## src/rtl/xor_event_frontend.sv

```systemverilog
// Input event front end for an XOR gate model: per-input edge trackers with ack handshake
// and a registered gate output with a sticky protocol-error flag. Optional macro: XOR_FRONTEND_SYNC2_EN.
`timescale 1ns/1ps

module xor_event_frontend #(
  parameter bit A_INIT = 1'b0,
  parameter bit B_INIT = 1'b0,
  parameter bit E_INIT = 1'b0
) (
  input  logic clk,
  input  logic reset,
  input  logic a_in,
  input  logic b_in,
  output logic a_P_,
  output logic a_M_,
  output logic b_P_,
  output logic b_M_,
  input  logic a_ack,
  input  logic b_ack,
  input  logic e_out_P,
  input  logic e_out_M,
  output logic e_out,
  output logic err
);

  typedef enum logic [1:0] {
    IDLE   = 2'b00,
    PEND_P = 2'b01,
    PEND_M = 2'b10
  } trk_state_e;

  localparam logic [1:0] LVL_INIT = {B_INIT, A_INIT};

  logic [1:0] x_in_w;
  logic [1:0] x_ack_w;
  logic [1:0] pend_p_w;
  logic [1:0] pend_m_w;
  logic [1:0] ack_idle_w;

  assign x_in_w  = {b_in, a_in};
  assign x_ack_w = {b_ack, a_ack};

  genvar gi;
  generate
    for (gi = 0; gi < 2; gi++) begin : g_trk
      logic       sx;
      trk_state_e state_q;
      logic       lvl_q;

`ifdef XOR_FRONTEND_SYNC2_EN
      logic meta_q;
      logic sync_q;

      always_ff @(posedge clk) begin
        if (reset) begin
          meta_q <= LVL_INIT[gi];
          sync_q <= LVL_INIT[gi];
        end else begin
          meta_q <= x_in_w[gi];
          sync_q <= meta_q;
        end
      end
`else
      logic sync_q;

      always_ff @(posedge clk) begin
        if (reset) begin
          sync_q <= LVL_INIT[gi];
        end else begin
          sync_q <= x_in_w[gi];
        end
      end
`endif

      assign sx = sync_q;

      // Ack takes priority over a reversal; a reverted input then re-raises from IDLE.
      always_ff @(posedge clk) begin
        if (reset) begin
          state_q <= IDLE;
          lvl_q   <= LVL_INIT[gi];
        end else begin
          case (state_q)
            IDLE: begin
              if (sx != lvl_q) begin
                state_q <= sx ? PEND_P : PEND_M;
              end
            end
            PEND_P: begin
              if (x_ack_w[gi]) begin
                lvl_q   <= 1'b1;
                state_q <= IDLE;
              end else if (sx == lvl_q) begin
                state_q <= IDLE;
              end
            end
            PEND_M: begin
              if (x_ack_w[gi]) begin
                lvl_q   <= 1'b0;
                state_q <= IDLE;
              end else if (sx == lvl_q) begin
                state_q <= IDLE;
              end
            end
            default: state_q <= IDLE;
          endcase
        end
      end

      assign pend_p_w[gi]   = (state_q == PEND_P);
      assign pend_m_w[gi]   = (state_q == PEND_M);
      assign ack_idle_w[gi] = x_ack_w[gi] && (state_q == IDLE);
    end
  endgenerate

  assign a_P_ = pend_p_w[0];
  assign a_M_ = pend_m_w[0];
  assign b_P_ = pend_p_w[1];
  assign b_M_ = pend_m_w[1];

  logic e_out_q, e_out_d;
  logic err_q, err_d;

  // Firing pulses that would not change the output level are protocol violations.
  always_comb begin
    e_out_d = e_out_q;
    err_d   = err_q | (|ack_idle_w);
    if (e_out_P && e_out_M) begin
      err_d = 1'b1;
    end else if (e_out_P) begin
      e_out_d = 1'b1;
      if (e_out_q) err_d = 1'b1;
    end else if (e_out_M) begin
      e_out_d = 1'b0;
      if (!e_out_q) err_d = 1'b1;
    end
  end

  always_ff @(posedge clk) begin
    if (reset) begin
      e_out_q <= E_INIT;
      err_q   <= 1'b0;
    end else begin
      e_out_q <= e_out_d;
      err_q   <= err_d;
    end
  end

  assign e_out = e_out_q;
  assign err   = err_q;

endmodule

```

## config.mk

```make
export PLATFORM = sky130hd
export DESIGN_NAME = xor_event_frontend
export DESIGN_NICKNAME = d
export VERILOG_FILES = /design/src/rtl/xor_event_frontend.sv
export SDC_FILE = /design/constraint.sdc
export NUM_CORES = 1
export LEC_CHECK = 0
export ABC_AREA = 0
export CAP_MARGIN = 10
export CORE_AREA = 10 10 47 49
export CTS_CLUSTER_SIZE = 8
export DETAILED_ROUTE_END_ITERATION = 10
export DIE_AREA = 0 0 57 59
export PLACE_DENSITY = 0.8
export SLEW_MARGIN = 20
export SYNTH_ARGS = -nofsm -noshare
export SYNTH_HDL_FRONTEND = slang
export SYNTH_SLANG_ARGS = --single-unit
```

## constraint.sdc

```tcl
create_clock -name clk -period 3.26 [get_ports clk]
set_input_delay 0.652 -clock clk [delete_from_list [all_inputs] [get_ports clk]]
set_output_delay 0.652 -clock clk [all_outputs]
set_load 0.02 [all_outputs]
```

---- Word-level counts from Yosys, hierarchy flattened ----
Index checks and enable logic that the tools add are counted.
operators by class
  add/sub/neg operators ................... 0
  $mul .................................... 0
  divide/modulo/power cells ............... 0
  magnitude comparators ................... 0
  equal/unequal tests ..................... 16
  shifts and indexed selects .............. 0
  muxes and demuxes ....................... 23
  bitwise logic cells ..................... 2
  reduce and logical (&&, ||, !) cells .... 16
operators with widths
  cell                                                             count
  2-bit 2-to-1 mux                                                 8
  1-bit 2-to-1 mux                                                 11
  2-bit by 1-bit != test with 1-bit output, second input constant  4
  2-bit case mux with 2 select lines                               2
  3-bit by 1-bit != test with 1-bit output, second input constant  2
  2-bit AND reduction                                              3
  3-bit AND reduction                                              2
  2-bit nonzero test                                               3
  2-bit OR reduction                                               3
  2-bit by 1-bit == test with 1-bit output, second input constant  2
  2-bit == test, second input constant                             2
  2-bit zero test                                                  2
  2-bit != test, second input constant                             2
  1-bit case mux with 2 select lines                               2
  1-bit logical AND                                                3
  1-bit == test                                                    2
  1-bit != test                                                    2
  1-bit inverter                                                   1
  1-bit OR                                                         1
word-level totals
  register bits ........................... 10
  bits in latches ......................... 0
  bits in writable memories ............... 0
  bits in read-only memories .............. 0
  input port bits ......................... 8
  output and inout bits ................... 6
  logic and storage cells ................. 65
  memories kept ........................... 0

---- Longest topological paths before layout ----
Gate-level depths: netlist (run 1).
  word-level depth ........................ 8
  mapped depth ............................ 5
  depth with buffers taken out ............ 5

---- Worst setup path after synthesis (run 1) ----
OpenSTA, ideal clock, no wires.
  path type ............................... input port to flip-flop
  start ................................... input port e_out_P
  end ..................................... register err_q, in the netlist err
  setup time .............................. 134 ps
  data arrival time ....................... 1,227 ps
  data required time ...................... 3,126 ps
  path slack .............................. 1,899 ps
  cell stages on the path ................. 3
  buffers on the path ..................... 0
  cells stage by stage .................... ha_1 -> a2111oi_0 -> a21oi_1
between the ends
  longest elaborated chain between the ends .. 2
  elaborated cells between the ends (all ways) .. 3
  those cells by class .................... mux (2); reduce/logical (1)
RTL lines
  what                                                   line      RTL
  start, declared                                        20        input logic e_out_P,
  1-bit 2-to-1 mux or 1-bit logical AND (tied branches)  130, 128
  1-bit 2-to-1 mux *                                     128       if (e_out_P && e_out_M) begin
  end signal, assigned                                   145       err_q <= err_d;
  end, declared                                          122       logic err_q, err_d;
Mark *: on every way between the ends. The rest lies on a longest branch, timed or not.
A chain may end at the register's enable or synchronous reset.

---- Worst setup path in the final report (run 1) ----
  start ................................... register g_trk[1].state_q[1]
  end ..................................... output port b_P_
between the ends
  longest elaborated chain between the ends .. 1
RTL lines
  what                                      line  RTL
  start, declared                           47    trk_state_e state_q;
  start signal, assigned                    86    state_q <= sx ? PEND_P : PEND_M;
  2-bit by 1-bit == test with 1-bit output  110   assign pend_p_w[gi] = (state_q == PEND_P);
  end, declared                             16    output logic b_P_,
No other way between the ends.

==> results of run 1 <==
[final timing paths]
check                      start                  end  slack (ns)  depth (start not counted)
max reg2reg  g_trk[1].state_q[1]  g_trk[1].state_q[1]        1.73                          5
max          g_trk[1].state_q[1]                 b_P_        1.07                          3
min                          err                  err        0.53                          2
min reg2reg                  err                  err        0.53                          2
[cells in the mapped netlist]
cell type,count
and2b_1,2
nor2_1,3
o211ai_1,4
nand2b_1,4
mux2i_1,1
a31oi_1,4
a22oi_1,1
nor3b_1,1
a32oi_1,6
a2111oi_0,1
ha_1,7
clkbuf_1,1
inv_1,10
nand2_1,6
and4bb_1,4
a21oi_1,1
nor2b_1,4
dfxtp_1,10
[area by class of cell]
type | instances | area (sq um) | share of cell area
Timing Repair Buffer | 13 | 130 | 0.161
Clock buffer | 4 | 36.3 | 0.0450
Tap cell | 16 | 20.0 | 0.0248
Sequential cell | 10 | 200 | 0.248
Multi-Input combinational cell | 49 | 383 | 0.474
Inverter | 10 | 37.5 | 0.0465
[power by group through the flow]
| stage | clock network [uW] | registers [uW] | logic (uW) |
|---|---|---|---|
| floorplan | 0 | 167 | 110 |
| global placement | 0 | 170 | 155 |
| detailed placement | 0 | 171 | 159 |
| CTS | 113 | 169 | 163 |
| global route | 121 | 174 | 185 |
| finish | 110 | 169 | 162 |
[through the flow]
step                      hold WS (ns)  area [sq um]   util  std cells
after floorplan                  0.497           624      -         70
after global placement           0.509           771  0.550         98
after detailed placement         0.516           771  0.550         98
after CTS                        0.533           807  0.576        102
after global routing             0.570           807  0.576        102
final                            0.528           807  0.576        102
[flip-flops by register name, summed over array words and instances, names as in the netlist]
name	cells
g_trk.state_q	4
e_out	1
err	1
g_trk.sx	2
g_trk.lvl_q	2
[per-layer routing]
layer / vias to the layer above / track usage / routed length (um)
met5: - / 0 / 0
met4: 0 / 0.0638 / 17
met3: 4 / 0.0429 / 118
met2: 13 / 0.163 / 705
met1: 266 / 0.0805 / 543
li1: 293 / - / -
[cells by family after synthesis]
| family | count (synthesis) | synth area share |
|---|---|---|
| flops | 10 | 0.321 |
| buf+inv | 11 | 0.0661 |
| simple gates | 24 | 0.250 |
| mux | 1 | 0.0160 |
| compound gates | 17 | 0.206 |
| fa+ha+maj | 7 | 0.140 |
[critical path: cells and delay by family (launching register included)]
kind | cells | cell delay, ns
flops | 1 | 0.43
buf+inv | 2 | 0.65
fa+ha+maj | 1 | 0.20
==> reports/results.txt, run 1 <==
status -> finished clean
min setup slack post-route -> 1.07 ns
drt via density -> 5.65
Tmin final -> 2.19 ns
Clk Tree Root Cell -> clkbuf_4
Chip Height -> 59 um
H-tree levels -> 1
final hold viol count -> 0
Worst-path clk slew -> 0.07 ns
worst ir drop on vdd -> 0.000289 V
FF+latch count, synth -> 10
Worst Path Arrival -> 1.54 ns
HP Class -> reg -> reg
Design Power -> 441 uW
Ports -> 14
Final nets -> 102
DP Worst Slack -> 1.35 ns
HPWL after detailed placement -> 1060 um
CTS tree -> yes
# Max-Cap Violations -> 0
Vias -> 576
CP Cell Sequence -> inv_1, ha_1, clkdlybuf4s50_1
Pleak -> 0.000302 uW
Row Count -> 14
critical path class -> reg -> out
Fin Setup TNS -> 0 ns
Sink Count -> 10
Yosys warning count -> 0
grt ovf -> 0
Switch Pwr -> 151 uW
Pins Over Slew Limit -> 0
first-pass GRT wire length -> 2540 um
Synth area leader -> dfxtp_1
CP max stage delay -> 0.55 ns
Wirelength per Cell -> 13.6 um
leading cell type in the layout, fill and taps excluded -> clkdlybuf4s50_1
hold_buf cts -> 0
Data required, critical path -> 2.61 ns
number of remaining DRC errors -> 0
Die Wd -> 57 um
initial antenna violation count -> 0
Post-Syn Nets -> 85
Clock Power Share -> 0.249
initial core utilization -> 0.446
Final setup viols -> 0
mapped cell area -> 624 sq um
Critical Path Sink Type -> output port
commonest non-fill, non-tap cells in the layout -> clkdlybuf4s50_1, inv_1, dfxtp_1, ha_1
RSZ-0062 raised after global routing -> false
Antenna Cells -> 0
Post-CTS Setup Bufs -> 0
total wire length -> 1390 um
switching share of power -> 0.342
1st-pass router iterations -> 4
CTS Buffer Depth -> 2
gr usage total -> 0.0916
Yosys cell types -> 18
Combinational Power Share -> 0.367
Yosys top cell area share -> 0.321
Slew @ Worst Pin -> 0.337 ns
Port Buf Inserts -> 13
DIE AREA -> 0.00336 sq mm
share of cells above drive strength 1 -> 0.0465
Clock Latency Late Sink -> 0.26 ns
post-route clock skew -> 0.000338 ns
Resized cells post-CTS -> 0
relative slew slack -> 0.770
FILL cells -> 141
vias in the first global route -> 612
largest net degree at the start of global routing -> 11
Fmax -> 0.456 GHz
Int Pwr -> 290 uW
Mapped Avg Cell Area -> 8.92 sq um
Layout area overhead -> 29.3%
RePlAce Congestion -> 0.821
Power Dens Cells -> 546 mW/mm^2
Critical-path top delay cell -> clkdlybuf4s50_1
Flop pwr share -> 0.384
final worst path period share -> 0.672
DRT iter0 DRCs -> 6
Detail Route Antenna Nets -> 0
main area contributors after synthesis -> dfxtp_1, ha_1, a32oi_1
CORE AREA -> 0.00140 sq mm
startpoint type of the worst setup path -> flop
Worst Path Max Fanout -> 5
total CTS buffers -> 3
cell count after synthesis -> 70
Seq/Total Area, Yosys -> 0.321
Note: power is estimated with default switching activity, not from simulation.
==> inputs of run 2 (changes only) <==
--- a/config.mk
+++ b/config.mk
@@ -7,11 +7,11 @@
 export LEC_CHECK = 0
 export ABC_AREA = 0
 export CAP_MARGIN = 10
-export CORE_AREA = 10 10 47 49
+export CORE_MARGIN = 10
+export CORE_UTILIZATION = 43
 export CTS_CLUSTER_SIZE = 8
 export DETAILED_ROUTE_END_ITERATION = 10
-export DIE_AREA = 0 0 57 59
-export PLACE_DENSITY = 0.8
+export PLACE_DENSITY = 0.78
 export SLEW_MARGIN = 20
 export SYNTH_ARGS = -nofsm -noshare
 export SYNTH_HDL_FRONTEND = slang
==> constraint.sdc (replaced) <==
create_clock -name clk -period 1.9 [get_ports clk]
set_input_delay 0.38 -clock clk [delete_from_list [all_inputs] [get_ports clk]]
set_output_delay 0.38 -clock clk [all_outputs]
set_load 0.02 [all_outputs]
==> run 2 against run 1 <==
Sequential power is 72% higher. Count of clock-buffer cells in the layout down 1. Final cell count decreased by 2.0%. Wire length shrank 0.79%. Critical endpoint unchanged. Largest power group unchanged.
==> reports/results.txt, run 2 (synthesized netlist as in run 1, its figures left out) <==
status -> finished clean (unchanged)
post-route clock skew -> 0.000956 ns (was 0.000338 ns)
Critical-path top delay cell -> dfxtp_1 (was clkdlybuf4s50_1)
CTS Buffer Depth -> 2 (unchanged)
Clk Tree Root Cell -> clkbuf_4 (unchanged)
Data required, critical path -> 1.52 ns (was 2.61 ns)
Layout Cells excl Fill -> 100 (was 102)
Worst-path clk slew -> 0.06 ns (was 0.07 ns)
initial antenna violation count -> 0 (unchanged)
Clock Latency Late Sink -> 0.26 ns (about the same)
Tmin final -> 1.68 ns
multi-input logic area -> 383 sq um (unchanged)
CTS tree -> yes (unchanged)
largest net degree at the start of global routing -> 11 (unchanged)
min setup slack post-route -> 0.222 ns (was 1.07 ns)
Post-CTS Setup Bufs -> 0 (unchanged)
Power Dens Cells -> 887 mW/mm^2 (was 546 mW/mm^2)
Wirelength per Cell -> 13.7 um (was 13.6 um)
FILL cells -> 127 (was 141)
Worst Path Arrival -> 1.30 ns (was 1.54 ns)
HPWL after detailed placement -> 1100 um (was 1060 um)
relative slew slack -> 0.761 (was 0.770)
Vias -> 553 (was 576)
Die Wd -> 58.1 um (was 57 um)
Top reg by flops -> g_trk.state_q (unchanged)
commonest non-fill, non-tap cells in the layout -> inv_1, dfxtp_1, clkdlybuf4s50_1, ha_1 (was clkdlybuf4s50_1, inv_1, dfxtp_1, ha_1)
Final nets -> 102 (unchanged)
Pins Over Slew Limit -> 0 (unchanged)
gr usage total -> 0.0874 (was 0.0916)
Layout area overhead -> 27.3% (was 29.3%)
total wire length -> 1370 um (was 1390 um)
Design Power -> 705 uW (was 441 uW)
critical path class -> reg -> out (unchanged)
HP Start -> err (unchanged)
hold depth -> 2 (unchanged)
FF-to-FF path depth -> 5 (unchanged)
max reg flops -> 4 (unchanged)
first-pass GRT wire length -> 2400 um (was 2540 um)
Final setup viols -> 0 (unchanged)
Port Buf Inserts -> 13 (unchanged)
r2r startpoint -> g_trk[0].state_q[0] (was g_trk[1].state_q[1])
Fmax -> 0.596 GHz
Sink Count -> 10 (unchanged)
worst ir drop on vdd -> 0.000476 V (was 0.000289 V)
RePlAce Congestion -> 0.837 (was 0.821)
r2r setup slk -> 0.37 ns (was 1.73 ns)
Sequential Area -> 200 sq um (unchanged)
drt via density -> 5.53 (was 5.65)
DIE AREA -> 0.00338 sq mm (was 0.00336 sq mm)
final hold viol count -> 0 (unchanged)
reg2reg end -> g_trk[0].state_q[1] (was g_trk[1].state_q[1])
DP Worst Slack -> 0.261 ns (was 1.35 ns)
CORE AREA -> 0.00133 sq mm (was 0.00140 sq mm)
Ports -> 14 (unchanged)
share of cells above drive strength 1 -> 0.0353 (was 0.0465)
Row Count -> 13 (was 14)
CP max stage delay -> 0.42 ns (was 0.55 ns)
Chip Height -> 58.1 um (was 59 um)
vias in the first global route -> 580 (was 612)
startpoint type of the worst setup path -> flop (unchanged)
grt ovf -> 0 (unchanged)
Antenna Cells -> 0 (unchanged)
Worst Path Max Fanout -> 5 (unchanged)
number of remaining DRC errors -> 0 (unchanged)
Critical Path Sink Type -> output port (unchanged)
Pleak -> 0.000337 uW (was 0.000302 uW)
RSZ-0062 raised after global routing -> false (unchanged)
final worst path period share -> 0.883
Fin Setup TNS -> 0 ns (unchanged)
H-tree levels -> 1 (unchanged)
HP Class -> reg -> reg (unchanged)
CP Cell Sequence -> inv_1, ha_1, dlygate4sd2_1 (was inv_1, ha_1, clkdlybuf4s50_1)
DRT iter0 DRCs -> 5 (was 6)
# Max-Cap Violations -> 0 (unchanged)
Slew @ Worst Pin -> 0.350 ns (was 0.337 ns)
Detail Route Antenna Nets -> 0 (unchanged)
1st-pass router iterations -> 4 (unchanged)
Top Family by Delay on Critical Path -> flip-flops (was buffers and inverters)
hold_ws -> 0.537 ns (was 0.528 ns)
initial core utilization -> 0.468 (was 0.446)
Endpoint, Worst Hold -> err (unchanged)
Placed Cells -> 97 (was 98)
total CTS buffers -> 3 (unchanged)
Buf/Inv on CP -> 2 (unchanged)
run 2: area by class of cell:
| class | instances | share of cell area |
|---|---|---|
| Timing Repair Buffer | 13 | 0.167 |
| Multi-Input combinational cell | 49 | 0.482 |
| Sequential cell | 10 | 0.252 |
| Tap cell | 15 | 0.0236 |
| Clock buffer | 3 | 0.0283 |
| Inverter | 10 | 0.0472 |
run 2: per-stage QoR:
stage                      util  cell area [sq um]
after floorplan               -                624
after global placement    0.577                769
after detailed placement  0.577                769
after CTS                 0.592                790
after global routing      0.596                795
final                     0.596                795
run 2: worst max path at each step:
stage                                   start             endpoint  slack, ns  depth (start not counted)
after detailed placement              e_out_P                  err       0.26                          4
after floorplan           g_trk[0].state_q[0]  g_trk[0].state_q[0]       0.57                          5
after CTS                 g_trk[1].state_q[0]                 b_M_       0.01                          3
final                     g_trk[1].state_q[1]                 b_P_       0.22                          3
after global routing      g_trk[0].state_q[0]                 a_M_       0.14                          3
after global placement                e_out_P                  err       0.29                          4
run 2: worst register-to-register path, cell delays in order, from the launching register on:
cell and delay (ns):
dfxtp_1 0.41, inv_1 0.09, ha_1 0.37, and4bb_1 0.25
a32oi_1 0.18, a31oi_1 0.11
run 2: layer usage:
layer / vias to the layer above / global-route usage / share of wire / wire length (um)
li1: 285 / - / - / -
met1: 250 / 0.0834 / 0.44 / 602
met2: 15 / 0.146 / 0.48 / 664
met3: 3 / 0.0414 / 0.062 / 85
met4: 0 / 0.0604 / 0.016 / 22
met5: - / 0 / 0 / 0
run 2: report_power, final:
part / internal (uW) / switching (uW) / leakage, uW
logic: 130 / 138 / 0.000241
registers: 245 / 46.3 / 0.0000825
clock network: 73.3 / 73.1 / 0.0000138
total: 448 / 257 / 0.000337
run 2: repair_timing:
item                                    in CTS  in global routing
cloned                                       0                  0
hold buffers                                 0                  0
endpoints found under the setup margin       2                  2
resized for setup                            2                  2
==> inputs of run 3 (changes only) <==
--- a/config.mk
+++ b/config.mk
@@ -16,3 +16,4 @@
 export SYNTH_ARGS = -nofsm -noshare
 export SYNTH_HDL_FRONTEND = slang
 export SYNTH_SLANG_ARGS = --single-unit
+export TNS_END_PERCENT = 5
==> results of run 3 <==
The final DEF is identical to that of run 2; final timing and power are the same.
